===== config.mk =====
export PLATFORM = sky130hd
export DESIGN_NAME = ioctl_loader
export DESIGN_NICKNAME = d
export VERILOG_FILES = /design/src/rtl/ioctl_loader.sv
export SDC_FILE = /design/constraint.sdc
export NUM_CORES = 1
export LEC_CHECK = 0
export ABC_AREA = 1
export BUFFER_PORTS_ARGS = -buffer_cell sky130_fd_sc_hd__buf_2
export CAP_MARGIN = 20
export CORE_ASPECT_RATIO = 0.6
export CORE_MARGIN = 1
export CORE_UTILIZATION = 49
export CTS_CLUSTER_SIZE = 8
export DETAILED_ROUTE_END_ITERATION = 16
export PLACE_DENSITY_LB_ADDON = 0.08
export RECOVER_POWER = 50
export SLEW_MARGIN = 20
export SYNTH_ARGS = -nofsm -noshare
export SYNTH_HDL_FRONTEND = slang
export SYNTH_SLANG_ARGS = --single-unit

===== constraint.sdc =====
create_clock -name clk_sys -period 2.7 [get_ports clk_sys]
set_clock_uncertainty 0.15 [all_clocks]
set_input_delay 0.54 -clock clk_sys [delete_from_list [all_inputs] [get_ports clk_sys]]
set_output_delay 0.54 -clock clk_sys [all_outputs]
set_load 0.01 [all_outputs]

===== src/rtl/ioctl_loader.sv =====
`default_nettype none
// ioctl_loader: streams 'length' source bytes into an ioctl download port, framed by
// PRE_CYC/POST_CYC window cycles and spaced by WR_GAP idle cycles (rev 1.0).
module ioctl_loader #(
   parameter int unsigned WR_GAP   = 4,
   parameter int unsigned PRE_CYC  = 2,
   parameter int unsigned POST_CYC = 2
) (
   input  logic        clk_sys,
   input  logic        RESET,
   input  logic        start,
   input  logic [7:0]  index,
   input  logic [24:0] length,
   input  logic        s_valid,
   input  logic [7:0]  s_data,
   output logic        s_ready,
   input  logic        ioctl_wait,
   output logic        ioctl_download,
   output logic [7:0]  ioctl_index,
   output logic        ioctl_wr,
   output logic [24:0] ioctl_addr,
   output logic [7:0]  ioctl_dout,
   output logic        busy,
   output logic        done
);

   localparam logic [7:0] PRE_LAST  = 8'(PRE_CYC - 1);
   localparam logic [7:0] POST_LAST = 8'(POST_CYC - 1);
   localparam logic [7:0] GAP_LAST  = (WR_GAP > 0) ? 8'(WR_GAP - 1) : 8'd0;
   localparam bit         HAS_GAP   = (WR_GAP > 0);

   typedef enum logic [2:0] {
      IDLE  = 3'd0,
      ARM   = 3'd1,
      FETCH = 3'd2,
      WRITE = 3'd3,
      GAP   = 3'd4,
      TAIL  = 3'd5
   } state_t;

   state_t      state;
   state_t      state_nxt;
   logic [7:0]  timer;
   logic        timer_en;
   logic [24:0] count;
   logic [24:0] count_inc;
   logic [24:0] len;

   assign count_inc      = count + 25'd1;
   assign ioctl_download = (state != IDLE);
   assign busy           = (state != IDLE);
   assign ioctl_wr       = (state == WRITE);

   always_comb begin
      state_nxt = state;
      s_ready   = 1'b0;
      timer_en  = 1'b0;
      case (state)
         IDLE: begin
            if (start) state_nxt = ARM;
         end
         ARM: begin
            timer_en = 1'b1;
            if (timer == PRE_LAST) state_nxt = (len != 25'd0) ? FETCH : TAIL;
         end
         FETCH: begin
            s_ready = ~ioctl_wait;
            if (s_valid && !ioctl_wait) state_nxt = WRITE;
         end
         WRITE: begin
            // Without a gap the next-byte decision uses the post-increment count.
            if (HAS_GAP) state_nxt = GAP;
            else         state_nxt = (count_inc < len) ? FETCH : TAIL;
         end
         GAP: begin
            if (!ioctl_wait) begin
               timer_en = 1'b1;
               if (timer == GAP_LAST) state_nxt = (count < len) ? FETCH : TAIL;
            end
         end
         TAIL: begin
            timer_en = 1'b1;
            if (timer == POST_LAST) state_nxt = IDLE;
         end
         default: state_nxt = IDLE;
      endcase
   end

   always_ff @(posedge clk_sys) begin
      if (RESET) state <= IDLE;
      else       state <= state_nxt;
   end

   always_ff @(posedge clk_sys) begin
      if (RESET) begin
         timer       <= 8'd0;
         count       <= 25'd0;
         len         <= 25'd0;
         ioctl_index <= 8'd0;
         ioctl_addr  <= 25'd0;
         ioctl_dout  <= 8'd0;
         done        <= 1'b0;
      end else begin
         done <= (state == TAIL) && (state_nxt == IDLE);
         // One timer serves ARM, GAP and TAIL; it restarts on every state change.
         if (state_nxt != state) timer <= 8'd0;
         else if (timer_en)      timer <= timer + 8'd1;
         if (state == IDLE && start) begin
            len         <= length;
            ioctl_index <= index;
            count       <= 25'd0;
         end
         if (state == FETCH && s_valid && !ioctl_wait) begin
            ioctl_dout <= s_data;
            ioctl_addr <= count;
         end
         if (state == WRITE) count <= count_inc;
      end
   end

endmodule
`default_nettype wire


# After elaboration in Yosys (flattened, before gate mapping)
# Cells that the tools add are included.
# totals
register_bits,103
input_bits,46
elab_cells,47
# op_classes
n_addsub,2
magnitude_cmp,1
eq_ne,8
muxes,14
bitwise_logic,1
n_reduce_logical,13
# op_table
op,count
two-way mux 25 bit,2
adder 25 x 1 -> 25 bit (second input constant),1
less-than comparator 25 bit,1
nonzero test 25 bit,1
two-way mux 3 bit,8
case mux 3 bit (6 select lines),1
adder 8 x 1 -> 8 bit (second input constant),1
== test 8 x 1 -> 1 bit (second input constant),1
== test 8 x 2 -> 1 bit (second input constant),1
== test 3 x 2 -> 1 bit (second input constant),2
== test 3 bit (second input constant),2
zero test 3 bit,2
logical AND 1 bit,5
OR reduction 2 bit,2
== test 3 x 1 -> 1 bit (second input constant),1
inequality test 3 bit,1
nonzero test 3 bit,1
two-way mux 1 bit,2
case mux 1 bit (2 select lines),1
nonzero test 2 bit,1
zero test 1 bit,1
inverter 1 bit,1

# Depth between registers and ports, before layout
# depth
depth_word,7
ltp_mapped,16

# Least setup slack after synthesis
# OpenSTA, ideal clock, no wires.
# synth_timing
path_type,register to register
start,register len[24]
end,register timer[0]
arrival_time_ps,1624
required_time_ps,2477
setup_slack_ps,853
path_stages_with_launch,15
path_cell_list,dfxtp_1 -> inv_1 -> ha_1 -> nand2_1 -> nor2_1 -> nand4_1 -> nor2_1 -> nand2_1 -> nand3_2 -> nand2_1 -> nand3_1 -> nand2_1 -> inv_1 -> nand2_2 -> nor3_2
# synth_between
elab_chain_len,7
# synth_lines
item,line_no,text
start: declaration,47,logic [24:0] len;
start signal: assignment,109,len <= length;
less-than comparator 25 bit,78,if (timer == GAP_LAST) state_nxt = (count < len) ? FETCH : TAIL;
two-way mux 3 bit (2 in series),78,
two-way mux 3 bit,76,if (!ioctl_wait) begin
case mux 3 bit (6 select lines) (*),58,case (state)
inequality test 3 bit (*),106,if (state_nxt != state) timer <= 8'd0;
OR reduction 2 bit (no source line) (*),--,
end signal: assignment,107,else if (timer_en) timer <= timer + 8'd1;
end: declaration,43,logic [7:0] timer;
# Mark *: on every way between the ends. The rest lies on a longest branch, timed or not.
# A chain may end at the register's enable or synchronous reset.

# Final worst setup path
# layout_timing
start,register state[2]
end,output port ioctl_wr
# layout_between
elab_chain_len,1
# layout_lines
item,line_no,text
start: declaration,41,state_t state;
start signal: assignment,91,else state <= state_nxt;
== test 3 x 2 -> 1 bit,52,assign ioctl_wr = (state == WRITE);
end: declaration,20,"output logic ioctl_wr,"
# Every way passes these cells.

==> results.json <==
{
  "synth_top_area_share_pct": 41.12,
  "crit_path_start_kind": "flip-flop",
  "min_period_ns": 2.497,
  "cts_hold_buf": 0,
  "critical_path.top_delay_family": "buffers and inverters",
  "dr.pass1.iters": 4,
  "drv_slew": 0,
  "syn_inst": 677,
  "path_class": "flip-flop to primary output",
  "fin_setup_tns_ns": 0,
  "async_flop_share_pct": 0,
  "yosysUniqueCellTypes": 39,
  "cts_setup_buffers": 0,
  "grt_max_degree": 44,
  "hold_path_class": "input pin to flip-flop",
  "cts_tree": "done",
  "hold_viol_final": 0,
  "routed_via_density": 5.128,
  "cts_buffers": 9,
  "grt_use_met1_pct": 34.33,
  "grt.busiest_layer": "met2",
  "syn_nets": 750,
  "root_buffer": "clkbuf_16",
  "path_max_fanout": 11,
  "status": "completed",
  "place_congestion": 0.9292,
  "p_leak_nw": 2.423,
  "cp_num_buf_inv": 3,
  "required_ns": 2.01,
  "core_um2": 9915,
  "cap_violations": 0,
  "fillers": 957,
  "drtIter0Drc": 287,
  "final_cell_count_no_fill": 899,
  "syn_area_um2": 5015,
  "clk_pin_slew_ns": 0.07,
  "irDropWorstVdd_v": 0.0003631,
  "grt_setup_unrepaired": "no",
  "critPathMaxStageDelay_ns": 0.43,
  "cts.repair.resized": 0,
  "worstSkewPairLatency_ns": 0.34,
  "avgSynthCellArea_um2": 7.407,
  "synth-simple-area-share_pct": 24.48,
  "worst_pin_slew_ns": 0.9183,
  "grt_pass1_vias": 4308,
  "maxSlewHeadroom_pct": 38.61,
  "p_int_mw": 2.501,
  "power_frac_seq_pct": 47.7,
  "synth_top_cell_by_area": "dfxtp_1",
  "dpl.cell_count": 883,
  "wirelength_mm": 12.21,
  "synth_adder_area_share_pct": 6.737,
  "cts_sinks": 103,
  "placed_cell_area_um2": 5578,
  "yosys_register_bits": 103,
  "die_h_um": 80.36,
  "grtUsageMet2_pct": 36.68,
  "ys_seq_area_share_pct": 41.12,
  "endpoint_kind": "primary output",
  "finalPower_mw": 3.358,
  "clkPwrFrac_pct": 40.6,
  "grt_pass1_wl_mm": 20.47,
  "synth_flop_cell": "dfxtp_1",
  "synth_top_family_by_area": "simple AND/OR/NAND/NOR gates",
  "synth.area.mux_share_pct": 0,
  "die_w_um": 132.6,
  "port_buffers": 91,
  "cts_max_path_buffers": 2,
  "multi_input_area_um2": 2521,
  "drive_gt1_share_pct": 13.61,
  "yosys_warnings": 0,
  "rows": 28,
  "grt_overflow_total": 0,
  "die_area_um2": 10660,
  "power_density_nw_per_um2": 576.1,
  "antenna_found_initial": 0,
  "diodes": 0,
  "finalInstanceArea_um2": 5829,
  "fin_nets": 832,
  "p_sw_uw": 857.6,
  "dp_hpwl_mm": 9.068,
  "period_share_pct": 92.47,
  "gr-usage-all-layers_pct": 24.06,
  "share_comb_of_total_power_pct": 11.7,
  "syn_to_final_growth_pct": 16.24,
  "arrival_ns": 1.81,
  "synthTopCellsByArea": "dfxtp_1, nand2_1, a21oi_1, o21ai_0, ha_1",
  "max_freq_mhz": 400.5,
  "wl_per_cell_um": 13.58,
  "htree_levels": 3,
  "regArea_um2": 2062,
  "synth_xor_area_share_pct": 1.048,
  "drc_errors": 0,
  "pin_count": 92,
  "synth_compound_area_share_pct": 18.11,
  "start_util_pct": 50.58,
  "slowest_stage": "dfxtp_1",
  "crit_chain": "inv_1 > nand3_2 > clkinv_1 > buf_2",
  "drtAntennaViolNets": 0,
  "vias": 4610,
  "use_met3_pct": 5.177,
  "setup_viol_count_final": 0,
  "netSwitchingFraction_pct": 25.54,
  "synth_enable_flop_cells": 0
}
==> layer usage <==
metal	share of wire [%]	wire (um)
met3	6.5	789
met1	51	6262
met5	0	0
met2	41	5035
met4	1.0	124
==> sequential cells by signal, indices dropped and copies added, names as in the netlist <==
signal and flops:
done 1, ioctl_dout 8, count 25, ioctl_addr 25, state 3, timer 8, len 25, ioctl_index 8
==> Yosys cell counts (6+ instances only) <==
cell      number
a21oi_1       80
buf_2          8
clkbuf_1      15
dfxtp_1      103
ha_1          27
inv_1         75
inv_2          6
nand2_1      127
nand3_1       22
nand4_1        8
nor2_1        65
nor3_2        12
o21ai_0       71
==> kinds of logic after synthesis <==
| group | after synthesis |
|---|---|
| compound gates | 170 |
| xor+xnor | 6 |
| fa+ha+maj | 27 |
| buf+inv | 110 |
| flops | 103 |
| simple gates | 261 |
==> worst min-delay path, cell delays in order <==
cell and delay, ns:
buf_2 0.09, nand2_1 0.05, a21oi_1 0.05
==> worst paths after layout <==
path	from	to	slack, ns	cells past startpoint
max	state[2]	ioctl_wr	0.20	4
min	index[7]	ioctl_index[7]	0.29	3
max reg2reg	state[0]	count[8]	0.23	6
min reg2reg	ioctl_index[5]	ioctl_index[5]	0.32	2
==> power by group through the flow <==
stage               Sequential, mW  Clock (mW)  Combinational, mW
floorplan                     1.64           0              0.266
global placement              1.63           0              0.383
detailed placement            1.64           0              0.395
CTS                           1.60        1.38              0.398
global route                  1.61        1.45              0.450
finish                        1.60        1.36              0.393
==> cell type report <==
class / instances / share of cell area [%]
multi-input cells: 464 / 43.25
flip-flops and latches: 103 / 35.37
repair buffers: 97 / 7.598
inverters: 84 / 5.409
clock buffers: 12 / 4.572
well taps: 135 / 2.898
clock inverters: 4 / 0.9015
==> through the flow <==
step | hold WS, ns | setup WS (ns) | utilization (%)
floorplan | 0.2974 | 0.8530 | -
global placement | 0.3010 | 0.5971 | 56.26
detailed placement | 0.3074 | 0.5225 | 56.26
CTS | 0.2828 | 0.2398 | 59.48
global route | 0.2868 | 0.06289 | 58.80
finish | 0.2912 | 0.2033 | 58.80
==> layout by cell type, fill, tap and decap left out, types with 2 or more instances in the layout <==
cell         n
o21ai_0     71
a31oi_1      2
nor2_1      65
a21o_1       2
xnor2_1      2
dfxtp_1    103
clkbuf_16    9
a221oi_1     2
clkinv_1     4
buf_4        5
nor3_4       2
a21oi_1     80
buf_2       47
o21ai_1      2
nand2_4      2
xor2_1       4
clkbuf_8     3
inv_2        3
nand4_1      8
nand3_1     23
nor3_1       2
nor2_2       5
inv_1       77
nand2_2      3
nor3_2      12
nor4_1       5
nand3_2      4
a211oi_1     5
clkinv_4     2
ha_1        27
nand2_1    127
clkbuf_1    44
(Power assumes the default switching activity.)
